[config.mk]
export PLATFORM = sky130hd
export DESIGN_NAME = regfile_mp
export DESIGN_NICKNAME = d
export VERILOG_FILES = /design/src/rtl/regfile_mp_pkg.sv /design/src/rtl/regfile_scoreboard.sv /design/src/rtl/regfile_mp.sv
export SDC_FILE = /design/constraint.sdc
export NUM_CORES = 2
export LEC_CHECK = 0
export BUFFER_PORTS_ARGS = -buffer_cell sky130_fd_sc_hd__buf_2
export CAP_MARGIN = 25
export CORE_MARGIN = 2
export CORE_UTILIZATION = 40
export CTS_CLUSTER_SIZE = 30
export DETAILED_ROUTE_END_ITERATION = 12
export PLACE_DENSITY = 0.6
export SLEW_MARGIN = 40
export SYNTH_ARGS = -nofsm -noshare
export SYNTH_HDL_FRONTEND = slang
export SYNTH_HIERARCHICAL = 1
export SYNTH_SLANG_ARGS = --single-unit
export TNS_END_PERCENT = 5
[constraint.sdc]
create_clock -name clk -period 4.3 [get_ports clk]
set_input_delay 0.215 -clock clk [delete_from_list [all_inputs] [get_ports clk]]
set_output_delay 0.215 -clock clk [all_outputs]
set_load 0.05 [all_outputs]
[src/rtl/regfile_mp_pkg.sv]
// Shared defaults and state encoding for the multi-port register file.
package regfile_mp_pkg;

  localparam int RF_DATA_W = 32;
  localparam int RF_ADDR_W = 5;

  typedef enum logic {
    RF_CLEAR = 1'b0,
    RF_RUN   = 1'b1
  } rf_state_t;

endpackage

[src/rtl/regfile_scoreboard.sv]
// Pending-write scoreboard: one bit per register, set by long-latency issue,
// cleared by retiring writes; a same-cycle set beats a clear.
module regfile_scoreboard
  import regfile_mp_pkg::*;
#(
  parameter int ADDR_W   = RF_ADDR_W,
  parameter int NUM_RD   = 2,
  parameter int NUM_WR   = 2,
  parameter int ZERO_REG = 1
) (
  input  logic                     clk,
  input  logic                     rst,
  input  logic                     run_en,
  input  logic [NUM_WR-1:0]        wen,
  input  logic [NUM_WR*ADDR_W-1:0] waddr,
  input  logic                     pend_set,
  input  logic [ADDR_W-1:0]        pend_addr,
  input  logic [NUM_RD*ADDR_W-1:0] raddr,
  output logic [NUM_RD-1:0]        rpend
);

  localparam int REG_NUM = 2 ** ADDR_W;

  logic [REG_NUM-1:0] pend_q;
  logic [REG_NUM-1:0] pend_d;

  always_comb begin
    pend_d = pend_q;
    for (int unsigned k = 0; k < NUM_WR; k++) begin
      if (wen[k]) pend_d[waddr[k*ADDR_W +: ADDR_W]] = 1'b0;
    end
    if (pend_set && !(ZERO_REG != 0 && pend_addr == '0)) pend_d[pend_addr] = 1'b1;
  end

  always_ff @(posedge clk) begin
    if (!rst) begin
      pend_q <= '0;
    end else if (run_en) begin
      pend_q <= pend_d;
    end
  end

  // A write retiring this cycle resolves the hazard, so it masks the lookup.
  always_comb begin
    logic [ADDR_W-1:0] a;
    logic              hit;
    rpend = '0;
    a     = '0;
    hit   = 1'b0;
    for (int unsigned i = 0; i < NUM_RD; i++) begin
      a   = raddr[i*ADDR_W +: ADDR_W];
      hit = 1'b0;
      for (int unsigned k = 0; k < NUM_WR; k++) begin
        if (wen[k] && waddr[k*ADDR_W +: ADDR_W] == a) hit = 1'b1;
      end
      rpend[i] = run_en && pend_q[a] && !hit && !(ZERO_REG != 0 && a == '0);
    end
  end

endmodule

[src/rtl/regfile_mp.sv]
// Multi-port register file with write-to-read bypass, pending-write
// scoreboard and a post-reset hardware clear of every entry.
module regfile_mp
  import regfile_mp_pkg::*;
#(
  parameter int DATA_W   = RF_DATA_W,
  parameter int ADDR_W   = RF_ADDR_W,
  parameter int NUM_RD   = 2,
  parameter int NUM_WR   = 2,
  parameter int ZERO_REG = 1
) (
  input  logic                     clk,
  input  logic                     rst,
  input  logic [NUM_WR-1:0]        wen,
  input  logic [NUM_WR*ADDR_W-1:0] waddr,
  input  logic [NUM_WR*DATA_W-1:0] wdata,
  input  logic [NUM_RD*ADDR_W-1:0] raddr,
  output logic [NUM_RD*DATA_W-1:0] rdata,
  output logic [NUM_RD-1:0]        rpend,
  input  logic                     pend_set,
  input  logic [ADDR_W-1:0]        pend_addr,
  output logic                     init_done
);

  localparam int REG_NUM = 2 ** ADDR_W;
  localparam logic [ADDR_W-1:0] LAST_PTR = ADDR_W'(REG_NUM - 1);

  rf_state_t         state_q, state_d;
  logic [ADDR_W-1:0] clr_ptr_q, clr_ptr_d;
  logic              clearing, running;
  logic [DATA_W-1:0] mem [REG_NUM];

  always_ff @(posedge clk) begin
    if (!rst) begin
      state_q   <= RF_CLEAR;
      clr_ptr_q <= '0;
    end else begin
      state_q   <= state_d;
      clr_ptr_q <= clr_ptr_d;
    end
  end

  always_comb begin
    state_d   = state_q;
    clr_ptr_d = clr_ptr_q;
    if (state_q == RF_CLEAR) begin
      clr_ptr_d = clr_ptr_q + ADDR_W'(1);
      if (clr_ptr_q == LAST_PTR) state_d = RF_RUN;
    end
  end

  // init_done is exactly "state is RUN", so it shares the state register.
  always_comb begin
    clearing  = (state_q == RF_CLEAR);
    running   = (state_q == RF_RUN);
    init_done = running;
  end

  // Ascending port loop: the last NBA to an entry wins, giving high-index priority.
  always_ff @(posedge clk) begin
    if (rst) begin
      if (clearing) begin
        mem[clr_ptr_q] <= '0;
      end else begin
        for (int unsigned k = 0; k < NUM_WR; k++) begin
          if (wen[k] && !(ZERO_REG != 0 && waddr[k*ADDR_W +: ADDR_W] == '0))
            mem[waddr[k*ADDR_W +: ADDR_W]] <= wdata[k*DATA_W +: DATA_W];
        end
      end
    end
  end

  always_comb begin
    logic [ADDR_W-1:0] a;
    logic [DATA_W-1:0] v;
    rdata = '0;
    a     = '0;
    v     = '0;
    for (int unsigned i = 0; i < NUM_RD; i++) begin
      a = raddr[i*ADDR_W +: ADDR_W];
      v = mem[a];
      for (int unsigned k = 0; k < NUM_WR; k++) begin
        if (wen[k] && waddr[k*ADDR_W +: ADDR_W] == a) v = wdata[k*DATA_W +: DATA_W];
      end
      if (!running || (ZERO_REG != 0 && a == '0)) v = '0;
      rdata[i*DATA_W +: DATA_W] = v;
    end
  end

  regfile_scoreboard #(
    .ADDR_W  (ADDR_W),
    .NUM_RD  (NUM_RD),
    .NUM_WR  (NUM_WR),
    .ZERO_REG(ZERO_REG)
  ) u_scoreboard (
    .clk      (clk),
    .rst      (rst),
    .run_en   (running),
    .wen      (wen),
    .waddr    (waddr),
    .pend_set (pend_set),
    .pend_addr(pend_addr),
    .raddr    (raddr),
    .rpend    (rpend)
  );

endmodule
# Word level (Yosys, flattened, before mapping)
# Memories as Yosys holds them, arrays and structs flattened.
# Cells that the tools add are included.
[word_totals]
elab_cells = 94
regBits = 38
input_bits = 94
output_inout_bits = 67
n_memories = 1
mem_bits_rw = 1024
[classes]
bitwise = 5
reduce_logical = 32
mux = 39
add_sub_neg = 1
eq_ne = 5
n_lt_le_gt_ge = 8
[mem_list]
columns = ["memory", "depth", "word_bits", "rd", "rd_ports_with_merged_regs", "write_ports", "line", "rtl"]
rows = [
  ["mem", 32, 32, 2, 0, 2, "regfile_mp.sv:31", "logic [DATA_W-1:0] mem [REG_NUM];"],
]
[op_table]
columns = ["op", "count"]
rows = [
  ["two-way mux 32 bit", 10],
  ["AND 32 bit", 2],
  ["inverter 32 bit", 2],
  ["OR 32 bit", 1],
  ["OR reduction 32 bit", 1],
  ["< comparator 5 x 6 -> 1 bit, second input constant", 5],
  ["logical NOT 5 bit", 5],
  ["two-way mux 1 bit", 23],
  ["equality test 5 bit", 4],
  ["logical AND 1 bit", 16],
  ["demux 1 bit (select 5 bit)", 3],
  ["greater-or-equal comparator 5 x 1 -> 1 bit, second input constant", 3],
  ["binary-select mux 1 bit (select 5 bit)", 2],
  ["logical NOT 1 bit", 8],
  ["adder 5 x 1 -> 5 bit, second input constant", 1],
  ["equality test 5 bit, second input constant", 1],
  ["two-way mux 5 bit", 1],
  ["logical OR 1 bit", 2],
]

# Logic depth before layout (Yosys ltp)
[logic_depth]
depth_word = 11
ltp_mapped = 10
ltp_nobuf = 6

# By module
# Netlist, hierarchy kept.
[modules_own_cells]
columns = ["mod", "instances", "cells_each", "area_each_um2"]
rows = [
  ["regfile_mp", 1, 4748, 59278.1],
  ["regfile_scoreboard", 1, 301, 2587.5],
]

# Worst setup path before layout
# Ideal clock, no wire load.
[synth_timing]
path_kind = "reg-to-reg"
start = "reg state_q (netlist: init_done)"
end = "mem mem[1][0] (netlist name) (enable)"
setup_slack_ns = 0.188
period_less_slack_ns = 4.112
setup_ns = 0.433
arrival_time_ns = 3.679
path_buffers = 2
stages_incl_launch_ff = 8
cell_sequence = "dfxtp_1 > buf_1 > and3_1 > clkbuf_1 > nand2_1 > a22oi_1 > o221ai_1 > o22ai_1"
[synth_rtl]
columns = ["element", "line", "rtl"]
rows = [
  ["from (decl)", "regfile_mp.sv:28", "rf_state_t state_q, state_d;"],
  ["from (signal assigned)", "regfile_mp.sv:38", "state_q <= state_d;"],
  ["to (decl)", "regfile_mp.sv:31", ""],
]

# Final worst setup path
[layout_timing]
start = "reg state_q (netlist: init_done)"
end = "out rdata[38]"
[layout_between]
elab_chain_cells = 3
[layout_rtl]
columns = ["element", "line", "rtl"]
rows = [
  ["logical NOT 1 bit", "regfile_mp.sv:85", "if (!running || (ZERO_REG != 0 && a == '0)) v = '0;"],
  ["logical OR 1 bit", "regfile_mp.sv:85", ""],
  ["two-way mux 32 bit", "regfile_mp.sv:85", ""],
  ["to (decl)", "regfile_mp.sv:18", "output logic [NUM_RD*DATA_W-1:0] rdata,"],
]
# Every way passes these cells.

==> flow_summary.json <==
{
  "worstSetupStartpointType": "flip-flop",
  "chipHeight_um": 397,
  "cts_htree_levels": 3,
  "crit_buf_inv": 3,
  "ys_seq_area_frac": 0.509,
  "grt_max_degree": 112,
  "p_leak_uw": 0.0226,
  "setup_tns_ns": 0,
  "cts.reportedPaths.clkPinSlew_ns": 0.06,
  "slew_headroom": 0.417,
  "period_share": 0.881,
  "yosysWarnings": 6,
  "num_vias": 44918,
  "drc": 0,
  "grt_pass1_wl_um": 315000,
  "wl_um": 220000,
  "rsz0062_at_grt": "no",
  "fin_ws_ns": 0.510,
  "hpwl_um": 134000,
  "synth_cell_type_count": 59,
  "critPathArrivalTime_ns": 3.58,
  "synth_area_per_cell_um2": 12.3,
  "critPathMaxStageDelay_ns": 0.65,
  "antenna_found_initial": 6,
  "wl_met1_um": 80500,
  "route.met3.wl_um": 25000,
  "cp_common_cell": "buf_4",
  "die_w_um": 397,
  "ys_ff_latch": 1061,
  "synth_area_um2": 61900,
  "critPathMaxFanout": 33,
  "drtIter0Drc": 7070,
  "holdPathStages": 4,
  "ant_nets": 0,
  "finClkSkew_ns": 0.0303,
  "io_pins": 161,
  "outcome": "finished, final reports clean",
  "fin_nets": 4978,
  "syn_to_final_growth_pct": 11.7,
  "timing.hold.ws_ns": 0.0754,
  "synth_fp_nets": 5145,
  "initial_core_util": 0.402,
  "critPathKind": "reg2out",
  "synth_edf_count": 1024,
  "cts_buffer_depth": 3,
  "clk_latency_ns": 0.76,
  "n_fill_cell": 13614,
  "hold_class": "in2reg",
  "synth_flop_cell": "edfxtp_1",
  "dr.max_layer_used": "met5",
  "place_inst": 6801,
  "first_global_vias": 43381,
  "grt_use_total": 0.277,
  "wl_per_cell_um": 31.4,
  "drive_above_1_share": 0.252,
  "cts_tree": "yes",
  "layout.cells.non_filler": 7017,
  "fmax_ghz": 0.264,
  "place_ws_ns": 0.840,
  "power_density_nw_per_um2": 331,
  "gp_congestion": 0.866,
  "hold_viol_final": 0,
  "cap_violations": 0,
  "cp.required_ns": 4.09,
  "cts-buffers-inserted": 116,
  "drv_slew": 0,
  "seq_area_um2": 31500,
  "path_delay_family": "buffers and inverters",
  "cp_cell_sequence": "o21a_2, buf_4, and2_2, buf_4, a32oi_1, nand3_1, buf_2",
  "syn_inst": 5049,
  "min_period_ns": 3.79,
  "cts_sinks": 1061,
  "vias_per_cell": 6.40,
  "totalPowerFinal_uw": 22900,
  "worstMarginPinSlew_ns": 0.872,
  "multiInputGateArea_um2": 28400,
  "vdd_drop_max_mv": 0.322,
  "cts-root-buf": "clkbuf_16",
  "crit_slowest_cell": "buf_4",
  "crit_cells": 7,
  "grt_overflow": 0,
  "dieArea_um2": 158000,
  "synth-async-reset-ratio": 0,
  "setup_violations": 0,
  "rows": 144,
  "crit_path_end_kind": "output pin",
  "core_area_um2": 154000,
  "portBuffers": 160,
  "wl_met2_um": 104000,
  "drtPass1Iterations": 8,
  "rr_worst_depth": 6
}
-- metal layers --
layer  vias up  GRT usage
met2      2953      0.444
met5         -          0
met1     22431      0.364
met3       598     0.0587
li1      18924          -
met4        12      0.122
-- worst reg2reg max path, stage by stage, from the launching register on --
cell and delay [ns]:
dfxtp_1 0.64, nand3_1 0.17, nor2_1 0.37, nand2_1 0.61
nor2_4 0.72, buf_4 0.37, o21ai_0 0.12
-- where the power goes --
group / total (µW) / internal (µW) / switching, µW
clock: 9960 / 5570 / 4390
combinational: 1680 / 694 / 984
sequential: 11300 / 11200 / 27.4
-- layout make-up --
cell class | instances | share of cell area
Sequential cell | 1061 | 0.456
Multi-Input combinational cell | 3310 | 0.411
Clock buffer | 140 | 0.0436
Timing Repair Buffer | 351 | 0.0403
Tap cell | 2044 | 0.0370
Clock inverter | 68 | 0.00947
Inverter | 42 | 0.00228
Antenna cell | 1 | 0.0000362
-- flip-flops by register name, indices dropped and copies added (netlist names) --
signal / flops
mem: 1024
clr_ptr_q: 5
u_scoreboard/pend_q: 31
init_done: 1
-- stage by stage --
step | area (µm²) | util
3_5_place_dp | 65300 | 0.425
6_report | 69100 | 0.449
2_1_floorplan | 61900 | -
3_3_place_gp | 65200 | 0.424
5_1_grt | 69100 | 0.449
4_1_cts | 69100 | 0.449
-- Yosys cell counts, types with 9 or more instances --
| cell | count | share of area |
|---|---|---|
| o21a_1 | 35 | 0.0042 |
| nor2b_1 | 10 | 0.0010 |
| buf_2 | 54 | 0.0044 |
| mux4_2 | 625 | 0.23 |
| buf_1 | 28 | 0.0017 |
| dfxtp_1 | 37 | 0.012 |
| a21boi_0 | 32 | 0.0039 |
| nand3b_1 | 13 | 0.0016 |
| buf_6 | 16 | 0.0029 |
| clkbuf_1 | 533 | 0.032 |
| xnor2_1 | 23 | 0.0033 |
| nor2_1 | 76 | 0.0046 |
| edfxtp_1 | 1024 | 0.50 |
| inv_1 | 42 | 0.0025 |
| o22ai_1 | 62 | 0.0063 |
| nand2_1 | 1113 | 0.068 |
| o21ai_0 | 998 | 0.081 |
| or3b_2 | 9 | 0.0013 |
| a32oi_1 | 32 | 0.0045 |
| nand3_1 | 47 | 0.0038 |
| xor2_1 | 20 | 0.0028 |
| a222oi_1 | 31 | 0.0050 |
| mux4_1 | 20 | 0.0085 |
| mux2i_1 | 25 | 0.0040 |
| nand2b_1 | 65 | 0.0066 |
-- cell families (layout without fill, tap and decap cells) --
logic type               after synthesis  after routing  share of synthesized area
AO/OA/AOI/OAI                       1220           1220                      0.109
multiplexers                         673            673                      0.241
adder cells (fa/ha/maj)                2              2                   0.000404
AND/OR/NAND/NOR                     1372           1372                     0.0904
buffers and inverters                678            601                     0.0448
other                                  0              1                          0
flip-flops                          1061           1061                      0.509
XOR/XNOR                              43             43                    0.00609
-- final timing paths --
kind                                    from                     end  slack, ns
worst max-delay path               init_done               rdata[38]       0.51
worst min-delay path            pend_addr[1]  u_scoreboard/pend_q[3]       0.08
worst max register to register     init_done              mem[7][15]       1.02
worst min register to register  clr_ptr_q[1]            clr_ptr_q[1]       0.59
-- cell usage in the layout (no fill, tap or decap), types with 10 or more instances in the layout --
cell type and count:
o21a_1 34, mux4_2 625, nand2_2 30, clkbuf_16 117, edfxtp_1 1024, buf_4 145, nand3_1 47, xnor2_1 23
nand2b_1 63, mux4_1 20, a222oi_1 31, xor2_1 20, clkbuf_1 23, nand2_1 1083, o21ai_0 998, a32oi_1 32
nand3b_1 13, buf_12 35, dfxtp_1 37, clkinv_1 27, bufinv_16 10, clkinv_2 21, buf_2 153, inv_1 42
mux2i_1 25, nor2_1 42, a21boi_0 32, nor2_4 34, o22ai_1 31, o22ai_4 31
-- timing repair --
| action | CTS | global route |
|---|---|---|
| endpoints found under the hold margin | 22 | 0 |
| setup buffers | 0 | 0 |
| gates resized for setup | 0 | 0 |
| hold buffers | 7 | 0 |
(Power assumes the default switching activity.)
